**config.mk**
```make
export PLATFORM = sky130hd
export DESIGN_NAME = pixie_fb_arbiter_flat
export DESIGN_NICKNAME = d
export VERILOG_FILES = /design/src/rtl/pixie_fb_arbiter_pkg.sv /design/src/rtl/pixie_fb_arbiter_if.sv /design/src/rtl/pixie_fb_clear.sv /design/src/rtl/pixie_fb_arbiter.sv /design/src/flat_wrapper.sv
export SDC_FILE = /design/constraint.sdc
export NUM_CORES = 1
export LEC_CHECK = 0
export ABC_AREA = 1
export BUFFER_PORTS_ARGS = -buffer_cell sky130_fd_sc_hd__buf_2
export CAP_MARGIN = 10
export CORE_MARGIN = 3
export CORE_UTILIZATION = 55
export DETAILED_ROUTE_END_ITERATION = 10
export HOLD_SLACK_MARGIN = 0.1
export PLACE_DENSITY = 0.95
export SLEW_MARGIN = 25
export SYNTH_ARGS = -nofsm -noshare
export SYNTH_HDL_FRONTEND = slang
export SYNTH_SLANG_ARGS = --single-unit
export TNS_END_PERCENT = 50
```
**constraint.sdc**
```tcl
create_clock -name clk -period 3.4 [get_ports clk]
set_input_delay 0.17 -clock clk [delete_from_list [all_inputs] [get_ports clk]]
set_output_delay 0.17 -clock clk [all_outputs]
set_load 0.03 [all_outputs]
```
**src/rtl/pixie_fb_arbiter_pkg.sv**
```systemverilog
// Shared constants and CPU FSM encoding for the
// Pixie framebuffer arbiter.
package pixie_pkg;

  localparam int ADDR_W   = 10;
  localparam int DATA_W   = 8;
  localparam int FB_DEPTH = 1 << ADDR_W;

  typedef enum logic [1:0] {
    CPU_IDLE = 2'd0,
    CPU_PEND = 2'd1,
    CPU_DONE = 2'd2
  } cpu_state_t;

endpackage

```
**src/rtl/pixie_fb_arbiter_if.sv**
```systemverilog
// CPU/DMA request bus into the framebuffer arbiter.
// master = bus glue, slave = arbiter.
interface pixie_fb_arbiter_if #(
  parameter int ADDR_W = 10,
  parameter int DATA_W = 8
);

  logic              cpu_req;
  logic              cpu_we;
  logic [ADDR_W-1:0] cpu_addr;
  logic [DATA_W-1:0] cpu_wdata;
  logic              cpu_ack;
  logic [DATA_W-1:0] cpu_rdata;

  modport master (
    output cpu_req,
    output cpu_we,
    output cpu_addr,
    output cpu_wdata,
    input  cpu_ack,
    input  cpu_rdata
  );

  modport slave (
    input  cpu_req,
    input  cpu_we,
    input  cpu_addr,
    input  cpu_wdata,
    output cpu_ack,
    output cpu_rdata
  );

endinterface

```
**src/rtl/pixie_fb_clear.sv**
```systemverilog
// Clear engine: single-pass fill counter with
// busy/done status, advanced only on granted slots.
module pixie_fb_clear #(
  parameter int ADDR_W = pixie_pkg::ADDR_W,
  parameter int DATA_W = pixie_pkg::DATA_W
) (
  input  logic              clk,
  input  logic              reset,
  input  logic              start,
  input  logic [DATA_W-1:0] value,
  input  logic              grant_clear,
  output logic              busy,
  output logic              done,
  output logic [ADDR_W-1:0] addr,
  output logic [DATA_W-1:0] fill
);

  import pixie_pkg::*;

  localparam logic [ADDR_W-1:0] LAST = '1;

  always_ff @(posedge clk) begin
    if (reset) begin
      busy <= 1'b0;
      done <= 1'b0;
      addr <= '0;
      fill <= '0;
    end else begin
      done <= 1'b0;
      if (!busy && start) begin
        busy <= 1'b1;
        addr <= '0;
        fill <= value;
      end else if (busy && grant_clear) begin
        // stop on the last address; never wrap
        if (addr == LAST) begin
          busy <= 1'b0;
          done <= 1'b1;
        end else begin
          addr <= addr + 1'b1;
        end
      end
    end
  end

endmodule

```
**src/rtl/pixie_fb_arbiter.sv**
```systemverilog
// Framebuffer port arbiter: display > CPU > clear,
// chosen combinationally every cycle.
module pixie_fb_arbiter #(
  parameter int ADDR_W = pixie_pkg::ADDR_W,
  parameter int DATA_W = pixie_pkg::DATA_W
) (
  input  logic              clk,
  input  logic              reset,
  input  logic              disp_rd_en,
  input  logic [ADDR_W-1:0] disp_addr,
  output logic [DATA_W-1:0] disp_data,
  pixie_fb_arbiter_if.slave cpu,
  input  logic              clear_start,
  input  logic [DATA_W-1:0] clear_value,
  output logic              clear_busy,
  output logic              clear_done,
  output logic [ADDR_W-1:0] ram_addr,
  output logic              ram_we,
  output logic [DATA_W-1:0] ram_wdata,
  input  logic [DATA_W-1:0] ram_rdata
);

  import pixie_pkg::*;

  cpu_state_t        state;
  cpu_state_t        state_nxt;

  logic              hold_we;
  logic [ADDR_W-1:0] hold_addr;
  logic [DATA_W-1:0] hold_wdata;
  logic              ack_q;
  logic [DATA_W-1:0] rdata_q;
  logic [ADDR_W-1:0] addr_q;

  logic              grant_disp;
  logic              grant_cpu;
  logic              grant_clear;
  logic              accept;

  logic [ADDR_W-1:0] clr_addr;
  logic [DATA_W-1:0] clr_fill;

  // a request seen during its own ack cycle is
  // the old one, not a new access
  assign accept = (state == CPU_IDLE)
                & cpu.cpu_req & ~ack_q;

  always_ff @(posedge clk) begin
    if (reset) state <= CPU_IDLE;
    else       state <= state_nxt;
  end

  always_comb begin
    state_nxt = state;
    unique case (state)
      CPU_IDLE: if (accept)      state_nxt = CPU_PEND;
      CPU_PEND: if (!disp_rd_en) state_nxt = CPU_DONE;
      CPU_DONE:                  state_nxt = CPU_IDLE;
      default:                   state_nxt = CPU_IDLE;
    endcase
  end

  always_comb begin
    grant_disp  = ~reset & disp_rd_en;
    grant_cpu   = ~reset & ~disp_rd_en
                & (state == CPU_PEND);
    grant_clear = ~reset & ~disp_rd_en
                & ~grant_cpu & clear_busy;
    ram_addr    = addr_q;
    ram_we      = 1'b0;
    ram_wdata   = '0;
    unique case (1'b1)
      grant_disp: begin
        ram_addr = disp_addr;
      end
      grant_cpu: begin
        ram_addr  = hold_addr;
        ram_we    = hold_we;
        ram_wdata = hold_wdata;
      end
      grant_clear: begin
        ram_addr  = clr_addr;
        ram_we    = 1'b1;
        ram_wdata = clr_fill;
      end
      default: ;
    endcase
  end

  always_ff @(posedge clk) begin
    if (reset) begin
      hold_we    <= 1'b0;
      hold_addr  <= '0;
      hold_wdata <= '0;
      ack_q      <= 1'b0;
      rdata_q    <= '0;
      addr_q     <= '0;
    end else begin
      ack_q  <= (state == CPU_DONE);
      addr_q <= ram_addr;
      if (accept) begin
        hold_we    <= cpu.cpu_we;
        hold_addr  <= cpu.cpu_addr;
        hold_wdata <= cpu.cpu_wdata;
      end
      if (state == CPU_DONE && !hold_we)
        rdata_q <= ram_rdata;
    end
  end

  pixie_fb_clear #(
    .ADDR_W (ADDR_W),
    .DATA_W (DATA_W)
  ) u_clear (
    .clk         (clk),
    .reset       (reset),
    .start       (clear_start),
    .value       (clear_value),
    .grant_clear (grant_clear),
    .busy        (clear_busy),
    .done        (clear_done),
    .addr        (clr_addr),
    .fill        (clr_fill)
  );

  assign disp_data     = ram_rdata;
  assign cpu.cpu_ack   = ack_q;
  assign cpu.cpu_rdata = rdata_q;

endmodule

```
**src/flat_wrapper.sv**
```systemverilog
// flat-port wrapper written by rule: the top's interface ports become plain ports
module pixie_fb_arbiter_flat import pixie_pkg::*;
#(
  parameter int ADDR_W = pixie_pkg::ADDR_W,
  parameter int DATA_W = pixie_pkg::DATA_W
)
  (clk, reset, disp_rd_en, disp_addr, disp_data, clear_start, clear_value, clear_busy, clear_done, ram_addr, ram_we, ram_wdata, ram_rdata, cpu_cpu_req, cpu_cpu_we, cpu_cpu_addr, cpu_cpu_wdata, cpu_cpu_ack, cpu_cpu_rdata);
  pixie_fb_arbiter_if #(.ADDR_W(ADDR_W), .DATA_W(DATA_W)) cpu_i ();
  input  logic clk;
  input  logic reset;
  input  logic disp_rd_en;
  input  logic [ADDR_W-1:0] disp_addr;
  output logic [DATA_W-1:0] disp_data;
  input  logic clear_start;
  input  logic [DATA_W-1:0] clear_value;
  output logic clear_busy;
  output logic clear_done;
  output logic [ADDR_W-1:0] ram_addr;
  output logic ram_we;
  output logic [DATA_W-1:0] ram_wdata;
  input  logic [DATA_W-1:0] ram_rdata;
  input wire logic [$bits(cpu_i.cpu_req)-1:0] cpu_cpu_req;
  input wire logic [$bits(cpu_i.cpu_we)-1:0] cpu_cpu_we;
  input wire logic [$bits(cpu_i.cpu_addr)-1:0] cpu_cpu_addr;
  input wire logic [$bits(cpu_i.cpu_wdata)-1:0] cpu_cpu_wdata;
  output wire logic [$bits(cpu_i.cpu_ack)-1:0] cpu_cpu_ack;
  output wire logic [$bits(cpu_i.cpu_rdata)-1:0] cpu_cpu_rdata;
  assign cpu_i.cpu_req = cpu_cpu_req;
  assign cpu_i.cpu_we = cpu_cpu_we;
  assign cpu_i.cpu_addr = cpu_cpu_addr;
  assign cpu_i.cpu_wdata = cpu_cpu_wdata;
  assign cpu_cpu_ack = cpu_i.cpu_ack;
  assign cpu_cpu_rdata = cpu_i.cpu_rdata;
  pixie_fb_arbiter #(.ADDR_W(ADDR_W), .DATA_W(DATA_W)) u_core (.clk(clk), .reset(reset), .disp_rd_en(disp_rd_en), .disp_addr(disp_addr), .disp_data(disp_data), .cpu(cpu_i), .clear_start(clear_start), .clear_value(clear_value), .clear_busy(clear_busy), .clear_done(clear_done), .ram_addr(ram_addr), .ram_we(ram_we), .ram_wdata(ram_wdata), .ram_rdata(ram_rdata));
endmodule
```
# After elaboration in Yosys (flattened, before gate mapping)
# Cells that the tools add are included.
# totals
input_bits	50
reg_bits	60
wordCells	53
out_inout_bits	38
# classes
addsub	1
n_eq_ne	5
reduce_logical	13
muxes	10
n_bitwise	13
# op_table
op	count
one-hot mux 10 bit (3 select lines)	1
one-hot mux 8 bit (2 select lines)	1
adder 10 x 1 -> 10 bit, second input constant	1
== test 10 bit, second input constant	1
bitwise AND 1 bit	7
inverter 1 bit	6
AND reduction 2 bit	3
2-to-1 mux 1 bit	4
2-to-1 mux 2 bit	2
one-hot mux 2 bit (2 select lines)	1
nonzero test 2 bit	2
logical AND 1 bit	3
OR reduction 3 bit	1
== test 2 x 1 -> 1 bit, second input constant	1
== test 2 bit, second input constant	1
zero test 1 bit	2
zero test 2 bit	1
!= test 2 x 1 -> 1 bit, second input constant	1
!= test 2 bit, second input constant	1
one-hot mux 1 bit (2 select lines)	1
OR reduction 2 bit	1

# Longest topological paths before layout
# Gate-level depths: netlist (run 1).
# depth
word_depth	9
ltp_mapped	10
mapped_depth_nobuf	9

# Modules after synthesis
# Synthesis (run 1) repeated with hierarchy kept, for this count alone.
# hier_totals
hier_cells	398
area_unflattened_um2	2777.7
# modules_own_cells
module	area_each_um2	cells_per_inst	seq_area_each_um2	n_inst
pixie_fb_arbiter	1848.0	268	800.8	1
pixie_fb_clear	929.6	130	400.4	1

# Least setup slack after synthesis (run 1)
# OpenSTA, ideal clock, no wires.
# synth_timing
path_kind	flip-flop to output port
from	register u_core.state[1]
to	output port ram_we
arrival_time_ps	1336
path_stages_with_launch	6
path_slack_ps	1894
t_required_ps	3230
n_path_buf	0
cell_sequence	dfxtp_1 > inv_1 > nand2_1 > inv_2 > nand2_4 > o21ai_0
# synth_between
elab_chain_cells	6
# synth_lines
item	line_no	text
from (decl)	pixie_fb_arbiter.sv:25	cpu_state_t state;
from (signal assigned)	pixie_fb_arbiter.sv:50	else state <= state_nxt;
== test 2 x 1 -> 1 bit (*)	pixie_fb_arbiter.sv:66	& (state == CPU_PEND);
bitwise AND 1 bit (*)	pixie_fb_arbiter.sv:66	
inverter 1 bit	pixie_fb_arbiter.sv:68	& ~grant_cpu & clear_busy;
bitwise AND 1 bit (2 in a row)	pixie_fb_arbiter.sv:68	
one-hot mux 1 bit (2 select lines) (*)	pixie_fb_arbiter.sv:72	unique case (1'b1)
to (decl)	flat_wrapper.sv:19	output logic ram_we;
# Every way passes the cells marked *; elsewhere a longest branch is shown, timed or not.

# Worst setup path after layout (run 1)
# layout_timing
from	input port reset
to	output port ram_addr[1]
# layout_between
elab_chain_cells	7
# layout_lines
item	line_no	text
from (decl)	flat_wrapper.sv:10	input logic reset;
inverter 1 bit (*)	pixie_fb_arbiter.sv:64, pixie_fb_arbiter.sv:65, pixie_fb_arbiter.sv:67	
bitwise AND 1 bit	pixie_fb_arbiter.sv:65, pixie_fb_arbiter.sv:67	
bitwise AND 1 bit	pixie_fb_arbiter.sv:66	
inverter 1 bit	pixie_fb_arbiter.sv:68	
bitwise AND 1 bit (2 in a row)	pixie_fb_arbiter.sv:68	
one-hot mux 10 bit (3 select lines) (*)	pixie_fb_arbiter.sv:72	
to (decl)	flat_wrapper.sv:18	output logic [ADDR_W-1:0] ram_addr;
# Marked as above.

==> results of run 1 <==
-- area by class of cell --
| class | instances | area, um^2 |
|---|---|---|
| fill | 322 | 1210 |
| clock inverter | 4 | 47.5 |
| multi-input combinational | 267 | 1250 |
| timing repair buffer | 110 | 663 |
| sequential | 60 | 1200 |
| tap | 67 | 83.8 |
| clock buffer | 12 | 155 |
| inverter | 64 | 240 |
-- cells in the mapped netlist --
master | number | area share (%)
nand3_1 | 11 | 1.9
inv_1 | 59 | 7.8
buf_2 | 4 | 0.71
o21ai_0 | 40 | 7.1
nand2_1 | 53 | 7.0
nor3_1 | 1 | 0.18
ha_1 | 1 | 0.44
a21oi_1 | 20 | 3.5
xor2_1 | 3 | 0.93
nand2_4 | 3 | 1.2
buf_6 | 2 | 0.79
nor2_1 | 116 | 15
nand4_1 | 5 | 1.1
nor2_2 | 1 | 0.22
nand3_4 | 1 | 0.62
nand3_2 | 1 | 0.35
a22o_1 | 8 | 2.5
dfxtp_1 | 60 | 42
nor2_8 | 2 | 1.4
buf_4 | 9 | 2.4
buf_8 | 1 | 0.53
clkbuf_1 | 6 | 0.79
inv_2 | 5 | 0.66
o22ai_1 | 1 | 0.22
-- state kept, by name, indices dropped and copies added (netlist names) --
name	count
u_core.addr_q	10
u_core.hold_addr	10
u_core.u_clear.addr	10
u_core.cpu.cpu_rdata	8
u_core.hold_wdata	8
u_core.u_clear.fill	8
u_core.state	2
u_core.cpu.cpu_ack	1
u_core.hold_we	1
u_core.u_clear.busy	1
u_core.u_clear.done	1
-- routing by layer --
layer  GRT usage [%]  vias up
li1                -     1466
met1            33.2     1407
met2            50.5      191
met3            7.42       39
met4            13.7        0
met5               0        -
-- worst max path at each step --
stage	from	endpoint	depth (start not counted)
global route	reset	ram_addr[1]	8
finish	reset	ram_addr[1]	8
floorplan	u_core.state[1]$_SDFFE_PP0P_	ram_we	5
global placement	reset	ram_addr[1]	8
CTS	reset	ram_addr[1]	8
detailed placement	reset	ram_addr[1]	8
-- report_power, final --
part | internal (mW) | total (mW) | leakage [nW] | switching [mW]
combinational | 0.0935 | 0.269 | 1.23 | 0.175
clock | 0.376 | 0.658 | 0.102 | 0.282
sequential | 0.746 | 0.770 | 0.492 | 0.0239
-- metrics by stage --
step | hold slack [ps] | total power, mW
floorplan | 305 | 0.947
detailed placement | 397 | 1.02
CTS | 106 | 1.68
global placement | 391 | 1.01
global route | 132 | 1.76
finish | 131 | 1.70
-- what timing repair did --
item                       in CTS  in global routing
setup endpoints to repair       0                  0
hold buffers                   22                  0
setup buffers                   0                  0
hold endpoints to repair       22                  0
-- logic make-up after synthesis --
family,after synthesis,synth area share (%)
AOI/OAI and AO/OA,69,13.3
xor gates and xnor gates,3,0.926
adders and majority gates,1,0.441
buffers and inverters,86,13.7
DFF,60,42.3
and+or+nand+nor,194,29.4
-- worst reg2reg max path: cells and delay by family (launching register included) --
family / cells / cell delay [ps]
AND/OR/NAND/NOR: 6 / 760
flip-flops: 1 / 390
adder cells (fa/ha/maj): 1 / 260
buffers and inverters: 1 / 70
==> impl_results.md, run 1 <==
- Status: completed
- Seq cells post-synth: 60
- Global Route Usage Sum: 29.1%
- Max Root-Sink Buffers: 2
- DP Cell Count: 546
- Core Area: 4850 um^2
- CP required: 3230 ps
- Die Width: 77.8 um
- Cells on worst reg2reg path: 8
- Worst-Margin Slew: 621 ps
- Worst skew pair latency: 340 ps
- Global-route wire length before repair: 13900 um
- Met2 routed WL: 4170 um
- Reg clk slew, reported paths: 60 ps
- DRT antenna net count: 0
- Syn nets: 464
- CP delay by family, top: buffers and inverters
- DIE HEIGHT: 77.8 um
- Final instance area: 3640 um^2
- Synthesized cell area: 2840 um^2
- Max layer used: met4
- Share of cells above drive strength 1: 22.4%
- R2R Path End: u_core.u_clear.addr[1]$_SDFFE_PP0P_
- Detailed Place HPWL: 4850 um
- PD cells: 466 nW/um^2
- CTS tree: built
- Vias in the first global route: 3074
- Worst reg2reg path startpoint: u_core.u_clear.addr[1]$_SDFFE_PP0P_
- Hold Vio Cnt, Final: 0
- WL final: 8370 um
- Initial antenna violation count: 0
- Slew HR: 58.4%
- Crit path cell chain: buf_2 -> inv_2 -> nand2_1 -> nand3_2 -> inv_1 -> nand2_1 -> nand2_1 -> buf_2
- P&R area growth vs syn: 28.3%
- Grt ovf: 0
- Final nets: 563
- Fin util: 75.1%
- Via count of the routed design: 3103
- Final setup viols: 0
- DR DRC count: 0
- Most frequent cells in the layout: 116 x nor2_1, 87 x buf_2, 60 x dfxtp_1
- Unique cell type count in the Yosys netlist: 24
- Crit path launch type: primary input
- Critical path endpoint category: output pin
- Hold Path Class: primary input to register
- Cell count after synthesis: 413
- Place WS: 1320 ps
- DP Area: 3220 um^2
- Finished Layout Cells: 584
- RD Place Congestion: 0.829
- Most common cell on crit path: nand2_1
- IO Count: 88
- CP max FO: 36
- Cts bufs inserted: 9
- Tcrit/Tclk final: 62.8%
- IO buf count: 87
- Drt via density: 5.31
- Clk root buf: clkbuf_8
- Critical path class: primary input to output pin
- Detail Route met3 WL: 675 um
- Max Cap Viol: 0
- H-tree depth: 3
- Flop-to-flop setup slack: 1810 ps
- Most common cell after layout, fill and taps aside: nor2_1
- Row cnt: 25
- Setup_tns: 0 ps
- Hold endpoint: u_core.hold_addr[1]$_SDFFE_PP0P_
- Fmax: 0.468 GHz
- Hold Startpoint: cpu_cpu_addr[1]
- Syn_area_per_cell: 6.87 um^2
- M1 WL: 3230 um
- P_leak: 1.82 nW
- RSZ-0062 raised after global routing: false
- Clock skew: 5.84 ps
- Starting DRT DRC Count: 241
- Synth warn: 0
- Die ar.: 6060 um^2
- Worst path buffer plus inverter count: 4
- Starting density of the core: 58.5%
- Fin crit period: 2140 ps
- Seq/Total Area, Yosys: 42.3%
- Critical-path top delay cell: nand2_1
- CTS sink count: 60
- Largest net degree at the start of global routing: 37
- Worst hold stages: 3
- Slew Viols, Final: 0
- Data arrival, critical path: 1970 ps
- Drt pass-1 iters: 5
- Post-route setup slack: 1260 ps
- Cts repair resizes: 0
- Antenna cells: 0
- Peak VDD IR: 0.000401 V
- CP peak stage delay: 390 ps
- Post-DR wirelength/cell: 14.3 um
Note: power is estimated with default switching activity, not from simulation.
==> inputs of run 2 (changes only) <==
--- a/config.mk
+++ b/config.mk
@@ -5,14 +5,14 @@
 export SDC_FILE = /design/constraint.sdc
 export NUM_CORES = 1
 export LEC_CHECK = 0
-export ABC_AREA = 1
+export ABC_AREA = 0
 export BUFFER_PORTS_ARGS = -buffer_cell sky130_fd_sc_hd__buf_2
 export CAP_MARGIN = 10
 export CORE_MARGIN = 3
-export CORE_UTILIZATION = 55
+export CORE_UTILIZATION = 50
 export DETAILED_ROUTE_END_ITERATION = 10
 export HOLD_SLACK_MARGIN = 0.1
-export PLACE_DENSITY = 0.95
+export PLACE_DENSITY = 0.91
 export SLEW_MARGIN = 25
 export SYNTH_ARGS = -nofsm -noshare
 export SYNTH_HDL_FRONTEND = slang
==> constraint.sdc (replaced) <==
create_clock -name clk -period 2.2 [get_ports clk]
set_input_delay 0.11 -clock clk [delete_from_list [all_inputs] [get_ports clk]]
set_output_delay 0.11 -clock clk [all_outputs]
set_load 0.03 [all_outputs]
==> impl_results.md, run 2 <==
- Met2 Usage GRT: 46.3% (-4.2 points)
- Seq pwr share: 44.9% (-0.5 points)
- P&R area growth vs syn: 38.4%
- Synth top area share: 45.7% (+3.3 points)
- Drt pass-1 iters: 4 (-1)
- Count leader, synth: nand2_1
- Data arrival, critical path: 2030 ps (+60 ps)
- RSZ-0062 raised after global routing: false
- IO Count: 88 (unchanged)
- Unique cell type count in the Yosys netlist: 40 (+67%)
- Slew Viols, Final: 0 (unchanged)
- Worst skew pair latency: 340 ps (about the same)
- Place WS: 265 ps (-1050 ps)
- Filler Cells Inserted: 369 (+15%)
- Global Route Usage Sum: 25.4% (-3.8 points)
- Met3 usage: 5.50% (-1.9 points)
- Starting density of the core: 53.6% (-5.0 points)
- CTS sink count: 60 (unchanged)
- Initial antenna violation count: 0 (unchanged)
- Flop-to-flop setup slack: 210 ps (-1600 ps)
- DR DRC count: 0 (unchanged)
- Slew HR: 51.2% (-7.2 points)
- Most frequent cells in the layout: 87 x buf_2, 66 x nand2_1, 60 x dfxtp_1
- Yosys top cell by area: dfxtp_1
- CP required: 2090 ps (-1140 ps)
- WL final: 7590 um (-9.4%)
- Hold Path Class: primary input to register
- Reg clk slew, reported paths: 70 ps (about the same)
- Final setup viols: 0 (unchanged)
- Seq/Total Area, Yosys: 45.7% (+3.3 points)
- Fin crit period: 2140 ps
- Global-route wire length before repair: 12300 um (-12%)
- DRT antenna net count: 0 (unchanged)
- Crit path launch type: register
- Tcrit/Tclk final: 97.2%
- Antenna cells: 0 (unchanged)
- Grt ovf: 0 (unchanged)
- Post-route setup slack: 62.3 ps (-1200 ps)
- Die ar.: 6170 um^2 (+1.8%)
- Ys flop type: dfxtp_1
- Synth warn: 0 (unchanged)
- Cell count after synthesis: 316 (-23%)
- IO buf count: 87 (unchanged)
- Combinational Power Share: 16.7% (+0.9 points)
- Fin util: 74.1% (-0.93 points)
- Leading post-synthesis cells by cell area: dfxtp_1 46%, nand2_1 9.4%, a22o_1 6.0%
- Detailed Place HPWL: 4640 um (-4.4%)
- Core Area: 4910 um^2 (+1.3%)
- Starting DRT DRC Count: 164 (-32%)
- Final nets: 480 (-15%)
- Max Cap Viol: 0 (unchanged)
- CP max FO: 10 (-72%)
- Largest registers: u_core.addr_q: 10 flops, u_core.hold_addr: 10 flops, u_core.u_clear.addr: 10 flops
- Pint: 1.90 mW (+56%)
- Synthesized cell area: 2630 um^2 (-7.3%)
- Status: completed
- Row cnt: 25 (unchanged)
- CTS tree: built
- Vias in the first global route: 2696 (-12%)
- Top Usage Layer GRT: met2
- Share of cells above drive strength 1: 27.4% (+5.0 points)
- Synth async-reset ratio: 0% (unchanged)
- Clock network power share: 38.5% (-0.3 points)
- Die Width: 78.5 um (+0.89%)
- Fmax: 0.468 GHz
- Sw Pwr: 714 uW (+48%)
- H-tree depth: 3 (unchanged)
- Critical path endpoint category: output pin
- Sw Ratio: 27.3% (-1.0 points)
- Drt via density: 5.42 (+2.0%)
- Routing usage on met1: 27.4% (-5.8 points)
- Top post-synthesis cells by count: 66 x nand2_1, 60 x dfxtp_1, 35 x nor2_1, 31 x a21oi_1, 18 x a22o_1
- Seq cells post-synth: 60 (unchanged)
- RD Place Congestion: 0.847 (+2.3%)
- Via count of the routed design: 2715 (-13%)
- Most common cell after layout, fill and taps aside: buf_2
- Worst-Margin Slew: 728 ps (+107 ps)
- Critical path class: register to output pin
- DIE HEIGHT: 78.5 um (+0.89%)
- Max Root-Sink Buffers: 2 (unchanged)
- Clock skew: 7.73 ps (+1.89 ps)
- Syn nets: 367 (-21%)
- Syn_area_per_cell: 8.32 um^2 (+21%)
- Hold Vio Cnt, Final: 0 (unchanged)
- Post-DR wirelength/cell: 15.1 um (+5.7%)
- Post-synth EDFFs: 0 (unchanged)
- PD cells: 717 nW/um^2 (+54%)
- P_leak: 1.53 nW (-16%)
- Clk root buf: clkbuf_8
- Peak VDD IR: 0.000429 V (+6.8%)
- Cts bufs inserted: 9 (unchanged)
- Setup_tns: 0 ps (unchanged)
- Largest net degree at the start of global routing: 49 (+32%)
==> run 2: cell types whose count changed after synthesis, sizes merged, moves of 4 or more <==
| cell | before | now |
|---|---|---|
| nor2 | 119 | 36 |
| inv | 64 | 2 |
| o21ai | 40 | 1 |
| nor3 | 1 | 18 |
| a211oi | 0 | 12 |
| a21oi | 20 | 31 |
| mux2i | 0 | 11 |
| nand3 | 13 | 2 |
| a22o | 8 | 18 |
| nand2 | 56 | 66 |
| clkbuf | 6 | 11 |
| o31ai | 0 | 4 |
==> run 2: stage by stage <==
step	cell area, um^2	instances	hold slack (ps)	power (mW)
floorplan	2630	316	246	1.45
global placement	3050	448	350	1.55
detailed placement	3050	448	357	1.57
CTS	3620	501	195	2.62
global route	3640	501	215	2.72
finish	3640	501	206	2.61
==> run 2: worst paths after layout <==
kind / from / endpoint / depth (start not counted)
worst max-delay path: u_core.state[1]$_SDFFE_PP0P_ / ram_wdata[0] / 4
worst min-delay path: disp_addr[9] / u_core.addr_q[9]$_SDFF_PP0_ / 4
worst max register to register: u_core.u_clear.addr[0]$_SDFFE_PP0P_ / u_core.u_clear.busy$_SDFFE_PP0P_ / 6
worst min register to register: u_core.hold_addr[6]$_SDFFE_PP0P_ / u_core.hold_addr[6]$_SDFFE_PP0P_ / 2
==> run 2: what timing repair did <==
item / 4_1_cts / 5_1_grt
hold buffers: 37 / 0
endpoints found under the setup margin: 15 / 9
endpoints found under the hold margin: 36 / 0
gates resized for setup: 1 / 4
buffers inserted: 0 / 0
==> run 2: worst max-delay path, stage by stage, from the launching register on <==
cell,delay [ps]
dfxtp_1,390
nand2b_2,260
nor3_2,570
a22o_1,270
buf_2,200
==> run 2: logic make-up (layout without fill, tap and decap cells) <==
family	after synthesis	in the layout	share of synthesized area [%]
simple gates	143	143	25.4
compound gates	72	72	18.6
flops	60	60	45.7
buf+inv	29	147	5.71
mux	11	11	4.19
fa+ha+maj	1	1	0.476
==> run 2: per-layer routing <==
metal  share of wire, %  wire length [um]  up-vias
li1                   -                 -     1327
met5                  0                 0        -
met3                6.8               518       18
met4                2.1               162        0
met1                 39              2990     1256
met2                 52              3920      114
==> run 2: layout make-up <==
type	instances	area, um^2	area share, %
flip-flops and latches	60	1200	33.0
well taps	67	83.8	2.30
inverters	2	7.51	0.206
multi-input cells	227	1300	35.8
repair buffers	129	843	23.2
clock buffers	12	155	4.26
clock inverters	4	47.5	1.31
==> run 2: power groups by stage <==
stage	sequential [mW]	clock, mW	combinational, mW
after floorplan	1.19	0	0.255
after global placement	1.19	0	0.362
after detailed placement	1.19	0	0.372
after CTS	1.17	1.02	0.424
after global routing	1.18	1.08	0.470
final	1.17	1.00	0.435
==> inputs of run 3 (changes only) <==
--- a/config.mk
+++ b/config.mk
@@ -6,6 +6,7 @@
 export NUM_CORES = 1
 export LEC_CHECK = 0
 export ABC_AREA = 0
+export ABC_CLOCK_PERIOD_IN_PS = 2200
 export BUFFER_PORTS_ARGS = -buffer_cell sky130_fd_sc_hd__buf_2
 export CAP_MARGIN = 10
 export CORE_MARGIN = 3
==> constraint.sdc (replaced) <==
create_clock -name clk -period 2.2 [get_ports clk]
set_input_delay 0.11 -clock clk [delete_from_list [all_inputs] [get_ports clk]]
set_output_delay 0.11 -clock clk [all_outputs]
set_load 0.1 [all_outputs]
==> impl_results.md, run 3 (synthesis gave the netlist of run 2 again) <==
- Status: completed
- Met2 Usage GRT: 56.3% (+10 points)
- Hold Path Class: primary input to register
- Critical-path top delay cell: dfxtp_1
- Pwr Total: 2.87 mW (+10%)
- DIE HEIGHT: 78.5 um (unchanged)
- Fin util: 81.4% (+7.3 points)
- Row cnt: 25 (unchanged)
- Max Cap Viol: 0 (unchanged)
- Most common cell after layout, fill and taps aside: buf_2
- Met3 usage: 8.49% (+3.0 points)
- Largest net degree at the start of global routing: 30 (-39%)
- Die Width: 78.5 um (unchanged)
- Worst skew pair latency: 350 ps (about the same)
- DRT antenna net count: 0 (unchanged)
- CTS sink count: 60 (unchanged)
- Data arrival, critical path: 2050 ps (+20 ps)
- Routing usage on met1: 35.6% (+8.3 points)
- Slew Viols, Final: 0 (unchanged)
- Grt ovf: 0 (unchanged)
- PD cells: 718 nW/um^2 (+0.15%)
- Most frequent cells in the layout: 68 x buf_2, 66 x nand2_1, 58 x dfxtp_1
- Detailed Place HPWL: 4990 um (+7.6%)
- Via count of the routed design: 3100 (+14%)
- Worst Hold Slack: 232 ps (+25.4 ps)
- Worst hold stages: 4 (unchanged)
- Post-route setup slack: 40.1 ps (-22.1 ps)
- Top Usage Layer GRT: met2
- Drt pass-1 iters: 6 (+2)
- Crit path launch type: register
- Cts bufs inserted: 9 (unchanged)
- CP peak stage delay: 480 ps (-90 ps)
- CP required: 2090 ps (about the same)
- Reg clk slew, reported paths: 70 ps (about the same)
- Fin crit period: 2160 ps (+22.1 ps)
- WL final: 10100 um (+33%)
- Die ar.: 6170 um^2 (unchanged)
- Initial antenna violation count: 0 (unchanged)
- Final setup viols: 0 (unchanged)
- Drt via density: 6.16 (+14%)
- IO Count: 88 (unchanged)
- Peak VDD IR: 0.000616 V (+44%)
- RD Place Congestion: 0.909 (+7.3%)
- Vias in the first global route: 3029 (+12%)
- Clk root buf: clkbuf_8
- Share of cells above drive strength 1: 31.5% (+4.1 points)
- Tcrit/Tclk final: 98.2% (+1.0 points)
- Setup repair bufs after CTS: 0 (unchanged)
- Global Route Usage Sum: 32.6% (+7.2 points)
- Worst reg2reg path startpoint: u_core.u_clear.addr[0]$_SDFFE_PP0P_
- CTS tree: built
- Slew HR: 49.5% (-1.7 points)
- RSZ-0062 raised after global routing: true
- P&R area growth vs syn: 52.0%
- DR DRC count: 0 (unchanged)
- Place WS: 285 ps (+20.2 ps)
- Post-DR wirelength/cell: 20.1 um (+33%)
- Starting density of the core: 53.6% (unchanged)
- Fmax: 0.463 GHz (-1.0%)
- Critical path endpoint category: output pin
- Final nets: 481 (+0.21%)
- Hold Startpoint: reset
- Worst Setup SP: u_core.state[0]$_SDFFE_PP0P_
- Worst-Margin Slew: 752 ps (+24.1 ps)
- Max Root-Sink Buffers: 2 (unchanged)
- Crit path cell chain: nor2b_2 -> o31ai_4 -> a211oi_1 -> nor2_4 -> buf_12
- Hold Vio Cnt, Final: 0 (unchanged)
- Cells on worst reg2reg path: 6 (unchanged)
- CP max FO: 10 (unchanged)
- P_leak: 1.61 nW (+4.9%)
- Global-route wire length before repair: 15400 um (+25%)
- Largest registers: u_core.addr_q: 10 flops, u_core.hold_addr: 10 flops, u_core.u_clear.addr: 10 flops
- Clock skew: 12.1 ps (+4.33 ps)
- H-tree depth: 3 (unchanged)
- Core Area: 4910 um^2 (unchanged)
- Critical path class: register to output pin
- IO buf count: 87 (unchanged)
- Starting DRT DRC Count: 500 (+200%)
-- run 3: changes by cell type in the layout (fill, tap and decap cells not counted), moves of 2 or more --
cell and change:
a211oi_1 -2, dfxtp_2 +2, buf_12 +19, a211oi_2 +2, buf_2 -19, nor2_1 -10
buf_4 +2, nor2_4 +9, dfxtp_1 -2
-- run 3: repair_timing --
item | CTS | global route
hold endpoints to repair | 36 | 0
gates resized for setup | 2 | 7
setup endpoints to repair | 15 | 18
hold buffers | 36 | 0
pin swaps | 0 | 0
-- run 3: metrics by stage --
| step | area (um^2) | setup TNS (ps) | std cells |
|---|---|---|---|
| floorplan | 2700 | -909 | 316 |
| CTS | 3970 | 0 | 502 |
| detailed placement | 3420 | 0 | 450 |
| finish | 4000 | 0 | 503 |
| global placement | 3420 | 0 | 450 |
| global route | 4000 | -308 | 502 |
-- run 3: layout make-up --
| type | instances | area (um^2) |
|---|---|---|
| Timing Repair Buffer | 130 | 1130 |
| Clock buffer | 10 | 138 |
| Inverter | 2 | 7.51 |
| Antenna cell | 1 | 2.50 |
| Tap cell | 67 | 83.8 |
| Sequential cell | 60 | 1200 |
| Clock inverter | 6 | 38.8 |
| Multi-Input combinational cell | 227 | 1390 |
| Fill cell | 252 | 913 |
-- run 3: metal layers --
| layer | up-vias | part of all wire, % |
|---|---|---|
| met1 | 1445 | 36 |
| li1 | 1332 | - |
| met4 | 0 | 4.7 |
| met2 | 264 | 50 |
| met3 | 59 | 10 |
| met5 | - | 0 |
-- run 3: worst paths after layout --
kind	to	slack, ps
worst max-delay path	ram_addr[7]	40
worst min-delay path	u_core.u_clear.addr[0]$_SDFFE_PP0P_	230
worst max register to register	u_core.u_clear.addr[1]$_SDFFE_PP0P_	200
worst min register to register	u_core.hold_addr[3]$_SDFFE_PP0P_	470
-- run 3: worst max-delay path: cells and delay by family, from the launching register on --
family                 cells  cell delay [ps]
DFF                        1              480
and+or+nand+nor            2              390
buffers and inverters      1              180
AOI/OAI and AO/OA          2              640
-- run 3: power breakdown --
part	switching, mW	internal, mW
Sequential	0.0405	1.14
Clock	0.468	0.436
Combinational	0.517	0.270
